File: config.mk
export PLATFORM = sky130hd
export DESIGN_NAME = alu_seq
export DESIGN_NICKNAME = d
export VERILOG_FILES = /design/src/rtl/alu_seq.sv
export SDC_FILE = /design/constraint.sdc
export NUM_CORES = 1
export LEC_CHECK = 0
export CAP_MARGIN = 30
export CORE_MARGIN = 10
export CORE_UTILIZATION = 40
export CTS_CLUSTER_DIAMETER = 60
export DETAILED_ROUTE_END_ITERATION = 6
export DONT_BUFFER_PORTS = 1
export GPL_ROUTABILITY_DRIVEN = 0
export GPL_TIMING_DRIVEN = 1
export PLACE_DENSITY = 0.61
export SETUP_SLACK_MARGIN = 0.15
export SYNTH_ARGS = -nofsm -noshare
export SYNTH_HDL_FRONTEND = slang
export SYNTH_SLANG_ARGS = --single-unit
File: constraint.sdc
create_clock -name clk_i -period 4.3 [get_ports clk_i]
set_input_delay 0 -clock clk_i [delete_from_list [all_inputs] [get_ports clk_i]]
set_output_delay 0 -clock clk_i [all_outputs]
set_load 0.05 [all_outputs]
File: src/rtl/alu_seq.sv
// Registered multicycle ALU with start/done handshake and iterative shift-add multiplier.
// Define ALU_SEQ_DIV_EN to add the unsigned restoring divider (DIVU/REMU).
module alu_seq #(
  parameter int unsigned WIDTH  = 32,
  parameter int unsigned CTRL_W = 4
) (
  input  logic              clk_i,
  input  logic              rst_i,
  input  logic              start_i,
  input  logic [WIDTH-1:0]  src1_i,
  input  logic [WIDTH-1:0]  src2_i,
  input  logic [CTRL_W-1:0] ctrl_i,
  output logic              busy_o,
  output logic              done_o,
  output logic [WIDTH-1:0]  result_o,
  output logic              zero_o,
  output logic              ovf_o
);

  localparam int unsigned CNT_W = $clog2(WIDTH);

  localparam logic [CTRL_W-1:0] OP_AND  = CTRL_W'(4'b0000);
  localparam logic [CTRL_W-1:0] OP_OR   = CTRL_W'(4'b0001);
  localparam logic [CTRL_W-1:0] OP_ADD  = CTRL_W'(4'b0010);
  localparam logic [CTRL_W-1:0] OP_SUB  = CTRL_W'(4'b0110);
  localparam logic [CTRL_W-1:0] OP_SLT  = CTRL_W'(4'b0111);
  localparam logic [CTRL_W-1:0] OP_NOR  = CTRL_W'(4'b1100);
  localparam logic [CTRL_W-1:0] OP_MUL  = CTRL_W'(4'b0100);
`ifdef ALU_SEQ_DIV_EN
  localparam logic [CTRL_W-1:0] OP_DIVU = CTRL_W'(4'b0101);
  localparam logic [CTRL_W-1:0] OP_REMU = CTRL_W'(4'b0011);
`endif

  typedef enum logic [0:0] {IDLE, MUL} state_t;

  state_t           state;
  logic [WIDTH-1:0] acc;
  logic [WIDTH-1:0] mcand;
  logic [WIDTH-1:0] mplier;
  logic [CNT_W-1:0] cnt;

  logic [WIDTH-1:0] sum;
  logic [WIDTH-1:0] diff;
  logic [WIDTH-1:0] sc_res;
  logic             sc_ovf;
  logic             go_iter;
  logic [WIDTH-1:0] mul_acc_nxt;
  logic [WIDTH-1:0] acc_nxt;
  logic [WIDTH-1:0] mplier_nxt;
  logic [WIDTH-1:0] mcand_nxt;
  logic [WIDTH-1:0] iter_res;

`ifdef ALU_SEQ_DIV_EN
  logic             div_q;
  logic             div_r;
  logic [WIDTH:0]   rem_sh;
  logic             div_ge;
  logic [WIDTH-1:0] rem_nxt;
  logic [WIDTH-1:0] quo_nxt;
`endif

  // Single-cycle datapath; also flags ops that need the iteration state
  always_comb begin
    sum     = src1_i + src2_i;
    diff    = src1_i - src2_i;
    sc_res  = '0;
    sc_ovf  = 1'b0;
    go_iter = 1'b0;
    case (ctrl_i)
      OP_AND: sc_res = src1_i & src2_i;
      OP_OR:  sc_res = src1_i | src2_i;
      OP_NOR: sc_res = ~(src1_i | src2_i);
      OP_ADD: begin
        sc_res = sum;
        sc_ovf = (src1_i[WIDTH-1] == src2_i[WIDTH-1]) && (sum[WIDTH-1] != src1_i[WIDTH-1]);
      end
      OP_SUB: begin
        sc_res = diff;
        sc_ovf = (src1_i[WIDTH-1] != src2_i[WIDTH-1]) && (diff[WIDTH-1] != src1_i[WIDTH-1]);
      end
      OP_SLT: sc_res = WIDTH'($signed(src1_i) < $signed(src2_i));
      OP_MUL: go_iter = 1'b1;
`ifdef ALU_SEQ_DIV_EN
      OP_DIVU, OP_REMU: go_iter = 1'b1;
`endif
      default: ;
    endcase
  end

  // One iteration step: shift-add multiply, or restoring divide with acc as remainder
  always_comb begin
    mul_acc_nxt = acc + (mplier[0] ? mcand : '0);
    acc_nxt     = mul_acc_nxt;
    mplier_nxt  = mplier >> 1;
    mcand_nxt   = mcand << 1;
    iter_res    = mul_acc_nxt;
`ifdef ALU_SEQ_DIV_EN
    rem_sh  = {acc, mplier[WIDTH-1]};
    div_ge  = (rem_sh >= {1'b0, mcand});
    rem_nxt = div_ge ? WIDTH'(rem_sh - {1'b0, mcand}) : rem_sh[WIDTH-1:0];
    quo_nxt = {mplier[WIDTH-2:0], div_ge};
    if (div_q || div_r) begin
      acc_nxt    = rem_nxt;
      mplier_nxt = quo_nxt;
      mcand_nxt  = mcand;
      iter_res   = div_q ? quo_nxt : rem_nxt;
    end
`endif
  end

  // Control FSM and registered outputs
  always_ff @(posedge clk_i) begin
    if (!rst_i) begin
      state    <= IDLE;
      busy_o   <= 1'b0;
      done_o   <= 1'b0;
      result_o <= '0;
      zero_o   <= 1'b1;
      ovf_o    <= 1'b0;
      acc      <= '0;
      mcand    <= '0;
      mplier   <= '0;
      cnt      <= '0;
`ifdef ALU_SEQ_DIV_EN
      div_q    <= 1'b0;
      div_r    <= 1'b0;
`endif
    end else begin
      done_o <= 1'b0;
      case (state)
        IDLE: begin
          if (start_i) begin
            if (go_iter) begin
              state  <= MUL;
              busy_o <= 1'b1;
              acc    <= '0;
              mcand  <= src1_i;
              mplier <= src2_i;
              cnt    <= '0;
`ifdef ALU_SEQ_DIV_EN
              div_q  <= (ctrl_i == OP_DIVU);
              div_r  <= (ctrl_i == OP_REMU);
              if (ctrl_i == OP_DIVU || ctrl_i == OP_REMU) begin
                mcand  <= src2_i;
                mplier <= src1_i;
              end
`endif
            end else begin
              result_o <= sc_res;
              zero_o   <= (sc_res == '0);
              ovf_o    <= sc_ovf;
              done_o   <= 1'b1;
            end
          end
        end
        MUL: begin
          acc    <= acc_nxt;
          mcand  <= mcand_nxt;
          mplier <= mplier_nxt;
          cnt    <= cnt + CNT_W'(1);
          if (cnt == CNT_W'(WIDTH - 1)) begin
            state    <= IDLE;
            busy_o   <= 1'b0;
            done_o   <= 1'b1;
            result_o <= iter_res;
            zero_o   <= (iter_res == '0);
            ovf_o    <= 1'b0;
          end
        end
        default: state <= IDLE;
      endcase
    end
  end

endmodule
# Word level (Yosys, flattened, before mapping)
# Cells that the tools add are included.
dict set report totals {
  reg_bits 138
  in_bits 71
  out_inout_bits 36
  elab_cells 81
}
dict set report classes {
  n_addsub 4
  magnitude_cmp 1
  n_eq_ne 15
  mux 39
  n_bitwise 4
  reduce_logical 8
}
# op n
set op_table {}
lappend op_table {{32-bit 2-to-1 mux} 10}
lappend op_table {{32-bit one-hot mux with 2 select lines} 4}
lappend op_table {{32-bit one-hot mux with 6 select lines} 1}
lappend op_table {{32-bit adder} 2}
lappend op_table {{32-bit logical NOT} 2}
lappend op_table {{32-bit bitwise AND} 1}
lappend op_table {{32-bit less-than comparator} 1}
lappend op_table {{32-bit inverter} 1}
lappend op_table {{32-bit bitwise OR} 1}
lappend op_table {{32-bit subtractor} 1}
lappend op_table {{1-bit 2-to-1 mux} 15}
lappend op_table {{4-bit by 3-bit equality test with 1-bit output (second input constant)} 3}
lappend op_table {{1-bit one-hot mux with 2 select lines} 6}
lappend op_table {{5-bit 2-to-1 mux} 2}
lappend op_table {{5-bit one-hot mux with 2 select lines} 1}
lappend op_table {{2-bit != test (second input constant)} 3}
lappend op_table {{3-bit AND reduction} 2}
lappend op_table {{5-bit by 1-bit adder with 5-bit output (second input constant)} 1}
lappend op_table {{5-bit equality test (second input constant)} 1}
lappend op_table {{4-bit by 1-bit equality test with 1-bit output (second input constant)} 1}
lappend op_table {{4-bit by 2-bit equality test with 1-bit output (second input constant)} 1}
lappend op_table {{4-bit equality test (second input constant)} 1}
lappend op_table {{4-bit logical NOT} 1}
lappend op_table {{1-bit != test} 3}
lappend op_table {{other kinds (5)} 6}

# Logic depth before layout (Yosys ltp)
dict set report logic_depth {
  word_depth 7
  mapped_depth 16
  mapped_depth_nobuf 16
}

# Worst setup path after synthesis
# No wires, ideal clock.
dict set report synth_path {
  kind {register to register}
  start {reg mplier[0]}
  end {reg zero_o}
  setup_ps 66
  t_arrival_ps 3949
  required_ps 4234
  path_slack_ps 285
  path_stages_with_launch 17
  path_buffers 1
  synth_period_minus_slack_ps 4015
  path_cell_list {dfxtp_1 > clkbuf_1 > and2_1 > ha_1 > fa_1 > a211oi_1 > o21ai_0 > a21boi_2 > nor2_1 > a221o_1 > o21a_1 > nor2_2 > xnor2_1 > or4_1 > or4_1 > o41a_1 > a21oi_2}
}
dict set report synth_via {
  elab_chain_len 5
}
# item line_no
set synth_lines {}
lappend synth_lines {{from (decl)} 39} ;# logic [WIDTH-1:0] mplier;
lappend synth_lines {{from (signal assigned)} 138} ;# mplier <= src2_i;
lappend synth_lines {{from (signal assigned)} 159} ;# mplier <= mplier_nxt;
lappend synth_lines {{32-bit 2-to-1 mux} 92} ;# mul_acc_nxt = acc + (mplier[0] ? mcand : '0);
lappend synth_lines {{32-bit adder} 92}
lappend synth_lines {{32-bit logical NOT} 166} ;# zero_o <= (iter_res == '0);
lappend synth_lines {{1-bit 2-to-1 mux} 161} ;# if (cnt == CNT_W'(WIDTH - 1)) begin
lappend synth_lines {{1-bit one-hot mux with 2 select lines} 130} ;# case (state)
lappend synth_lines {{to (signal assigned)} 150} ;# zero_o <= (sc_res == '0);
lappend synth_lines {{to (signal assigned)} 166}
lappend synth_lines {{to (decl)} 16} ;# output logic zero_o,
# No other way between the ends. The select of a mux whose other input is x is not followed.
# A chain may end at the register's enable or synchronous reset.

# Worst setup path in the final report
# Ends and elaborated chain as after synthesis.

==> run metrics <==
RSZ-0062 raised after global routing=false; Worst Hold Class=in2reg; Yosys reg bits=138; grt ovf=0; drt total wl=47800 um; Synth Flop Type=dfxtp_1; Nets=1937; Overall Power=3.97 mW; TritonCTS sink count=138; num rows=66; CTS max path bufs=2; Root Buffer=clkbuf_16; Slew Limit Fails=0; final design utilization=45.7%; crit path to=zero_o; Setup TNS=0 ns; CP endpoint kind=flop; worst r2r src=mplier[0]; initial antenna violation count=0; clk_lat worst skew=0.45 ns; number of flops mapped to enable cells by yosys=0; vias=14000; Die X=201 um; min cycle time layout=4.00 ns; Tot GR Track Use=22.5%; area leader, netlist=dfxtp_1; status=complete, but fails checks; most common cell after layout, fill and taps aside=nand2_1; Least-Margin Pin Slew=0.874 ns; GR met1 Demand/Resource=30.3%; Pwr Density=268 nW/um^2; I/O pins=107; Initial Utilization=40.3%; Vias/cell=6.41; fmax=250 MHz; GR Util met3=4.58%; CTS clock-pin slew for the worst setup and hold paths=0.07 ns; Syn Area/Cell=7.52 sq um; Worst EP required=4.69 ns; Fin Hold WS=-0.00376 ns; Final ANT Viol Nets=0; Startpoint Class=flop; average wire per cell in the routed design=21.9 um; met2 usage=35.5%; largest family of logic cells by synthesized area=compound AO/OA/AOI/OAI gates; CP Class=reg2reg; Max IR drop VDD=0.000291 V; DRC=0; first-pass GRT wire length=74500 um; cell count after synthesis=1736; CTS tree=yes; Die ar.=40300 sq um; final setup fails=0; Max-cap violations=0; final hold violations=1; final worst setup slack=0.301 ns; Synth top area share=21.2%; synth top area cells=dfxtp_1 21%, ha_1 13%, nand2_1 4.8%; GRT busiest layer=met2; # H-tree levels=4; Port Buffers=0; Crit Path Max Fanout=4; Synth Area in XOR/XNOR=1.74%; register area share after synthesis=21.2%; HPWL Detailed=34500 um; Chip Height=201 um; worst setup path start=mplier[0]; RR Endpoint=zero_o; mux share of post-synthesis cell area=0.805%; Slew HR=41.7%; failing checks=hold timing; vias in the first global route=13000; fraction of the mapped netlist area in adder cells=13.1%; ratio of cells with drive above 1 in the final layout=6.71%; skew final=0.0137 ns; complex-gate fraction of the synthesized area=34.1%; Ys Warns=0; Unique masters post-synth=81; Mapped Nets=1942; final period utilization=93.0%; core area=32400 sq um; Netlist Area Pre-Place=13100 sq um; register area=2770 sq um; Synth Area in Simple Gates=22.4%; arrival time worst endpoint=4.39 ns; area of the multi-input gates=9570 sq um; area grow syn2layout=13.3%; R2R depth=15; most frequent cells in the layout=166 x nand2_1, 136 x dfxtp_1, 127 x ha_1; Fill cells=3312; R2R setup slack=0.30 ns; total CTS buffers=17; Place WS=0.0600 ns; DRT iter0 DRCs=1831; fraction of registers with async set/reset=0%; antenna diode count=0; leak pwr=6.05 nW; pin count of the biggest net entering global routing=137; DR pass1 iterations=7
[power breakdown]
| part | switching (mW) | leakage (nW) | internal [mW] |
|---|---|---|---|
| registers | 0.112 | 1.12 | 1.31 |
| logic | 0.628 | 4.66 | 0.364 |
| clock network | 0.661 | 0.273 | 0.891 |
| total | 1.40 | 6.05 | 2.57 |
[critical path, stage by stage (launching register included)]
cell and delay, ns:
dfxtp_4 0.38, and2_1 0.14, ha_1 0.21, fa_2 0.38, a211oi_4 0.30, o21ai_2 0.12, and2_1 0.16, o21ai_2 0.16
a211oi_2 0.12, a311o_1 0.39, a21oi_2 0.16, xnor2_1 0.09, or4_1 0.45, or4_1 0.41, o41a_1 0.33, a21oi_2 0.13
[Yosys cell counts (all sizes together), types with 5 or more instances]
cell	instances
a211o	9
a211oi	19
a21boi	37
a21o	30
a21oi	115
a221o	11
a221oi	8
a222oi	62
a22oi	53
a31oi	19
and2	45
and3	11
buf	12
clkbuf	101
dfxtp	138
ha	132
inv	109
mux2i	6
nand2	167
nand2b	18
nand3	38
nand3b	5
nand4	13
nor2	115
nor2b	87
nor3	32
nor4	13
nor4b	5
o2111ai	12
o211a	7
o211ai	13
o21a	11
o21ai	91
o21bai	8
o221ai	10
o22a	10
o22ai	28
o31ai	15
or2	8
or3	12
or4	8
xnor2	11
xor2	15
[through the flow]
step	instances	instance area, sq um
after floorplan	1736	13100
after detailed placement	2086	13400
final	2185	14800
after global placement	2086	13400
after global routing	2185	14800
after CTS	2183	14600
[area by class of cell]
type	instances	area share (%)
clock buffers	19	3.07
clock inverters	12	0.955
repair buffers	90	6.09
multi-input cells	1375	64.7
flip-flops and latches	138	18.7
inverters	109	2.76
well taps	442	3.74
[state kept, by name (all words and copies together), names as in the netlist]
name      flops
cnt           5
mcand        32
zero_o        1
result_o     32
state         1
acc          32
done_o        1
ovf_o         1
mplier       32
busy_o        1
[cell families (layout without fill, tap and decap cells)]
| logic type | after synthesis | after routing |
|---|---|---|
| flip-flops | 138 | 138 |
| multiplexers | 10 | 10 |
| AND/OR/NAND/NOR | 586 | 586 |
| adder cells (fa/ha/maj) | 135 | 135 |
| buffers and inverters | 223 | 230 |
| AO/OA/AOI/OAI | 618 | 618 |
| XOR/XNOR | 26 | 26 |
[worst min-delay path by stage]
stage / startpoint / end / slack (ns) / cells past startpoint
after floorplan: src1_i[0] / mcand[0] / 0.17 / 2
after global placement: rst_i / cnt[3] / 0.13 / 1
after detailed placement: rst_i / result_o[14] / 0.14 / 1
after CTS: start_i / state / 0.001 / 3
after global routing: rst_i / cnt[3] / 0.03 / 2
final: rst_i / cnt[3] / -0.004 / 2
[routing by layer]
| layer | routed length [um] | vias up |
|---|---|---|
| li1 | - | 6474 |
| met1 | 20600 | 6686 |
| met2 | 21400 | 763 |
| met3 | 4680 | 93 |
| met4 | 1080 | 0 |
| met5 | 0 | - |
[repair_timing]
item	in CTS	in global routing
endpoints found under the setup margin	1	1
cloned	0	1
buffers inserted	0	1
endpoints found under the hold margin	138	0
hold buffers	66	0
resized for setup	4	29
pin swaps	0	6
(Power assumes the default switching activity.)
